`src/rtl/adder_arbiter_if.sv`:
```
// adder_arbiter_if: requester and result handshake bundle for adder_arbiter
interface adder_arbiter_if #(parameter int WIDTH = 8);
    logic             req0_valid;
    logic             req0_ready;
    logic [WIDTH-1:0] req0_a;
    logic [WIDTH-1:0] req0_b;
    logic             req1_valid;
    logic             req1_ready;
    logic [WIDTH-1:0] req1_a;
    logic [WIDTH-1:0] req1_b;
    logic             res_valid;
    logic             res_ready;
    logic [WIDTH-1:0] res_sum;
    logic             res_carry;
    logic             res_id;
    logic [7:0]       ops_count;
    modport master (
        output req0_valid, req0_a, req0_b, req1_valid, req1_a, req1_b, res_ready,
        input  req0_ready, req1_ready, res_valid, res_sum, res_carry, res_id, ops_count
    );
    modport slave (
        input  req0_valid, req0_a, req0_b, req1_valid, req1_a, req1_b, res_ready,
        output req0_ready, req1_ready, res_valid, res_sum, res_carry, res_id, ops_count
    );
endinterface

```
`src/rtl/adder_arbiter.sv`:
```
// adder_arbiter: two-requester round-robin arbiter sharing one adder, one-deep result stage.
// Define ADDER_ARB_SAT_EN for unsigned saturation of the sum on overflow.
module adder_arbiter #(
    parameter int WIDTH = 8
) (
    input logic          clk,
    input logic          rst,
    adder_arbiter_if.slave bus
);
    logic             valid_q, carry_q, id_q, last_q;
    logic [WIDTH-1:0] sum_q, sum_d;
    logic [7:0]       ops_q;
    logic             can_accept, grant0, grant1, hs, carry_d;
    logic [WIDTH-1:0] a, b;
    logic [WIDTH:0]   raw;
    always_comb begin
        can_accept = !valid_q || bus.res_ready;
        // last_q names the previous winner; the other side wins a contention
        grant0     = bus.req0_valid && (!bus.req1_valid || last_q);
        grant1     = bus.req1_valid && (!bus.req0_valid || !last_q);
        hs         = can_accept && (grant0 || grant1);
        a          = grant1 ? bus.req1_a : bus.req0_a;
        b          = grant1 ? bus.req1_b : bus.req0_b;
        raw        = {1'b0, a} + {1'b0, b};
        carry_d    = raw[WIDTH];
`ifdef ADDER_ARB_SAT_EN
        sum_d      = raw[WIDTH] ? '1 : raw[WIDTH-1:0];
`else
        sum_d      = raw[WIDTH-1:0];
`endif
    end
    assign bus.req0_ready = can_accept && grant0;
    assign bus.req1_ready = can_accept && grant1;
    assign bus.res_valid  = valid_q;
    assign bus.res_sum    = sum_q;
    assign bus.res_carry  = carry_q;
    assign bus.res_id     = id_q;
    assign bus.ops_count  = ops_q;
    always_ff @(posedge clk or posedge rst) begin
        if (rst) begin
            valid_q <= 1'b0;
            sum_q   <= '0;
            carry_q <= 1'b0;
            id_q    <= 1'b0;
            last_q  <= 1'b1;
            ops_q   <= 8'd0;
        end else if (hs) begin
            valid_q <= 1'b1;
            sum_q   <= sum_d;
            carry_q <= carry_d;
            id_q    <= grant1;
            last_q  <= grant1;
            ops_q   <= ops_q + 8'd1;
        end else if (bus.res_ready) begin
            valid_q <= 1'b0;
        end
    end
endmodule

```
`src/flat_wrapper.sv`:
```
// flat-port wrapper written by rule: the top's interface ports become plain ports
module adder_arbiter_flat 
#(
    parameter int WIDTH = 8
)
  (clk, rst, bus_req0_valid, bus_req0_a, bus_req0_b, bus_req1_valid, bus_req1_a, bus_req1_b, bus_res_ready, bus_req0_ready, bus_req1_ready, bus_res_valid, bus_res_sum, bus_res_carry, bus_res_id, bus_ops_count);
  adder_arbiter_if #(.WIDTH(WIDTH)) bus_i ();
  input logic clk;
  input logic rst;
  input wire logic [$bits(bus_i.req0_valid)-1:0] bus_req0_valid;
  input wire logic [$bits(bus_i.req0_a)-1:0] bus_req0_a;
  input wire logic [$bits(bus_i.req0_b)-1:0] bus_req0_b;
  input wire logic [$bits(bus_i.req1_valid)-1:0] bus_req1_valid;
  input wire logic [$bits(bus_i.req1_a)-1:0] bus_req1_a;
  input wire logic [$bits(bus_i.req1_b)-1:0] bus_req1_b;
  input wire logic [$bits(bus_i.res_ready)-1:0] bus_res_ready;
  output wire logic [$bits(bus_i.req0_ready)-1:0] bus_req0_ready;
  output wire logic [$bits(bus_i.req1_ready)-1:0] bus_req1_ready;
  output wire logic [$bits(bus_i.res_valid)-1:0] bus_res_valid;
  output wire logic [$bits(bus_i.res_sum)-1:0] bus_res_sum;
  output wire logic [$bits(bus_i.res_carry)-1:0] bus_res_carry;
  output wire logic [$bits(bus_i.res_id)-1:0] bus_res_id;
  output wire logic [$bits(bus_i.ops_count)-1:0] bus_ops_count;
  assign bus_i.req0_valid = bus_req0_valid;
  assign bus_i.req0_a = bus_req0_a;
  assign bus_i.req0_b = bus_req0_b;
  assign bus_i.req1_valid = bus_req1_valid;
  assign bus_i.req1_a = bus_req1_a;
  assign bus_i.req1_b = bus_req1_b;
  assign bus_i.res_ready = bus_res_ready;
  assign bus_req0_ready = bus_i.req0_ready;
  assign bus_req1_ready = bus_i.req1_ready;
  assign bus_res_valid = bus_i.res_valid;
  assign bus_res_sum = bus_i.res_sum;
  assign bus_res_carry = bus_i.res_carry;
  assign bus_res_id = bus_i.res_id;
  assign bus_ops_count = bus_i.ops_count;
  adder_arbiter #(.WIDTH(WIDTH)) u_core (.clk(clk), .rst(rst), .bus(bus_i));
endmodule
```
`config.mk`:
```
export PLATFORM = sky130hd
export DESIGN_NAME = adder_arbiter_flat
export DESIGN_NICKNAME = d
export VERILOG_FILES = /design/src/rtl/adder_arbiter_if.sv /design/src/rtl/adder_arbiter.sv /design/src/flat_wrapper.sv
export SDC_FILE = /design/constraint.sdc
export NUM_CORES = 1
export LEC_CHECK = 0
export BUFFER_PORTS_ARGS = -buffer_cell sky130_fd_sc_hd__buf_2
export CAP_MARGIN = 20
export CORE_UTILIZATION = 51
export CTS_CLUSTER_SIZE = 28
export DETAILED_ROUTE_END_ITERATION = 10
export GPL_TIMING_DRIVEN = 0
export PLACE_DENSITY_LB_ADDON = 0.15
export RECOVER_POWER = 50
export SYNTH_ARGS = -nofsm -noshare
export SYNTH_HDL_FRONTEND = slang
export SYNTH_SLANG_ARGS = --single-unit
```
`constraint.sdc`:
```
create_clock -name clk -period 5.9 [get_ports clk]
set_input_delay 0.295 -clock clk [delete_from_list [all_inputs] [get_ports clk]]
set_output_delay 0.295 -clock clk [all_outputs]
set_load 0.005 [all_outputs]
```
==> results.cfg <==
[status]
status = finished, final reports clean

[synth]
netlist_top_cells_area = dfrtp_1 34%, mux2_2 13%, ha_1 8.1%
synth_top_area_frac = 0.341
synth_edf_count = 0
synth-main-ff-cell = dfrtp_1
netlist_instances = 137
synth_nets = 184
synth_common_cells = 19 x dfrtp_1, 17 x nand2_1, 16 x mux2_2
ys_warn_count = 0
ys_ff_latch = 20
synth_area_um2 = 1400
async_flop_share = 1.00
ys_types = 44
synth_area_per_cell_um2 = 10.2
yosysMostFrequentCell = dfrtp_1
ys_seq_area_frac = 0.360
synth_area_leader_cell = dfrtp_1

[finish]
area_growth_pct = 25.4
layout-drive-gt1-share = 0.424
fin_nets = 246
num_antenna_cells = 0

[clocking]
cts.clk_slew.worst_paths_ns = 0.11
cts.repair.resized = 0
max-clock-path-buffers = 2
cts_root_buf = clkbuf_4
cts_setup_buffers = 0
cts-htree-levels = 1
numCtsBuffers = 3
cts_tree = yes
clock-sinks = 20
clk_latency_ns = 0.30
hold_buffers = 0

[critical_path]
cp_max_fo = 10
crit_path_start_kind = register
required_ns = 6.12
crit_path_cell_trace = a21boi_4 -> buf_4 -> mux2_2 -> ha_1 -> inv_1 -> fa_1 -> nor2b_4 -> o2111a_1 -> o31a_1 -> o31ai_2
critical_path_class = register to register
crit_arrival_ns = 2.98
critPathCaptureType = register
cp_slowest_stage_delay_ns = 0.41
crit_slowest_cell = dfstp_2

[global_route]
first_global_vias = 1130
grt.total_usage = 0.221
antenna_found_initial = 0
grt_first_pass_wirelength_um = 4690
grt_start_max_net_pins = 21
overflow = 0

[sta]
fmax_ghz = 0.362
setup_tns_ns = 0
finalClockSkew_ns = 0.00235
finalHoldViolCount = 0
slew-limit-headroom = 0.517
drv_slew = 0
tightest_slew_ns = 0.724
period_minus_slack_ns = 2.76
setup_viol = 0
rsz0062_at_grt = false
whs_ns = 0.0947
fin_crit_sh = 0.468

[power_and_ir_drop]
combPwrFrac = 0.417
swShare = 0.353
internal-power_w = 0.000328
powerDensity_nw_per_um2 = 290
switchingPower_w = 0.000179
max-vdd-ir-drop_mv = 0.216
p_leak_nw = 0.872
clock_power_share = 0.152
seq_power_share = 0.431

[floorplan]
coreArea_um2 = 2520
chipWidth_um = 54.3
rows = 18
start_util = 0.553
die_height_um = 54.3
dieArea_um2 = 2950
ios = 58

[route]
via_count = 1249
drt_wl_total_um = 2920
vias_per_cell = 5.48
firstDrtPassIters = 4
wl_per_cell_um = 12.8
drt_iter0_drc = 18
drtAntennaViolNets = 0
route.detailed.drc = 0

[place]
dp_hpwl_um = 2330
portBuffers = 57
gp_congestion = 0.792

[worst_hold_path]
hold_path.class = primary input to asynchronous set/reset pin

[run]
cap_viol_max_count = 0
-- routing by layer --
| metal | track usage | share of wire |
|---|---|---|
| met3 | 0.0250 | 0.045 |
| met4 | 0.111 | 0.019 |
| met2 | 0.394 | 0.51 |
| met1 | 0.259 | 0.43 |
| met5 | 0 | 0 |
-- worst paths after layout --
path                                                startpoint                             endpoint  slack (ns)  cells after the start
max reg2reg                          u_core.last_q$_DFFE_PP1P_    u_core.bus.res_sum[6]$_DFFE_PP0P_        3.14                     10
min reg2reg                u_core.bus.ops_count[7]$_DFFE_PP0P_  u_core.bus.ops_count[7]$_DFFE_PP0P_        0.47                      1
min in group clk                                bus_req0_valid            u_core.last_q$_DFFE_PP1P_        0.22                      2
max in group asynchronous                                  rst  u_core.bus.ops_count[6]$_DFFE_PP0P_        5.35                      2
min                                                        rst     u_core.bus.res_valid$_DFFE_PP0P_        0.09                      2
max                                  u_core.last_q$_DFFE_PP1P_    u_core.bus.res_sum[6]$_DFFE_PP0P_        3.14                     10
-- per-stage QoR --
step / power [W] / std cells / worst slack [ns] / area [µm²] / utilization
6_report: 0.000507 / 228 / 3.14 / 1750 / 0.693
3_5_place_dp: 0.000435 / 224 / 3.11 / 1720 / 0.681
5_1_grt: 0.000553 / 228 / 3.04 / 1750 / 0.693
2_1_floorplan: 0.000353 / 137 / 3.42 / 1400 / -
4_1_cts: 0.000514 / 228 / 3.15 / 1750 / 0.695
3_3_place_gp: 0.000426 / 224 / 3.17 / 1720 / 0.681
-- layout by cell type (no fill, tap or decap), types with 2 or more instances in the layout --
master and instances:
a21o_1 2, a21oi_1 5, a31oi_1 4, and4_1 3, buf_2 55, clkbuf_1 4
clkbuf_4 3, dfrtp_1 19, ha_1 9, inv_1 6, mux2_2 16, nand2_1 17
nand2b_1 2, nand3_1 3, nand4_1 4, nor2_1 3, nor4_1 2, o21a_1 3
o21ai_0 3, xnor2_1 7, xor2_1 2
-- power groups by stage --
stage / logic [W] / clock network [W] / registers (W)
6_report: 0.000211 / 0.0000774 / 0.000219
5_1_grt: 0.000242 / 0.0000857 / 0.000225
4_1_cts: 0.000215 / 0.0000811 / 0.000218
3_5_place_dp: 0.000214 / 0 / 0.000221
3_3_place_gp: 0.000207 / 0 / 0.000219
2_1_floorplan: 0.000132 / 0 / 0.000221
-- cell families (layout without fill, tap and decap cells) --
logic type | after synthesis | count (layout) | synth area share
and+or+nand+nor | 44 | 44 | 0.171
AOI/OAI and AO/OA | 28 | 28 | 0.152
DFF | 20 | 20 | 0.360
muxes | 17 | 17 | 0.136
adders and majority gates | 10 | 10 | 0.0951
xor gates and xnor gates | 9 | 9 | 0.0565
buffers and inverters | 9 | 70 | 0.0287
-- layout make-up --
cell class,count,area (µm²)
Sequential cell,20,502
Fill cell,232,773
Timing Repair Buffer,57,282
Inverter,6,22.5
Clock buffer,4,36.3
Multi-Input combinational cell,108,853
Buffer,3,16.3
Tap cell,30,37.5
-- sequential cells by signal, summed over array words and instances (netlist names) --
name / flops
u_core.bus.res_valid: 1
u_core.bus.ops_count: 8
u_core.bus.res_carry: 1
u_core.last_q: 1
u_core.bus.res_sum: 8
u_core.bus.res_id: 1
-- worst max-delay path, delay by kind of cell, from the launching register on --
family                     cells  cell delay (ns)
AOI/OAI and AO/OA              4             1.05
adders and majority gates      2             0.48
buffers and inverters          2             0.33
DFF                            1             0.41
muxes                          1             0.35
and+or+nand+nor                1             0.06
(Power assumes the default switching activity.)
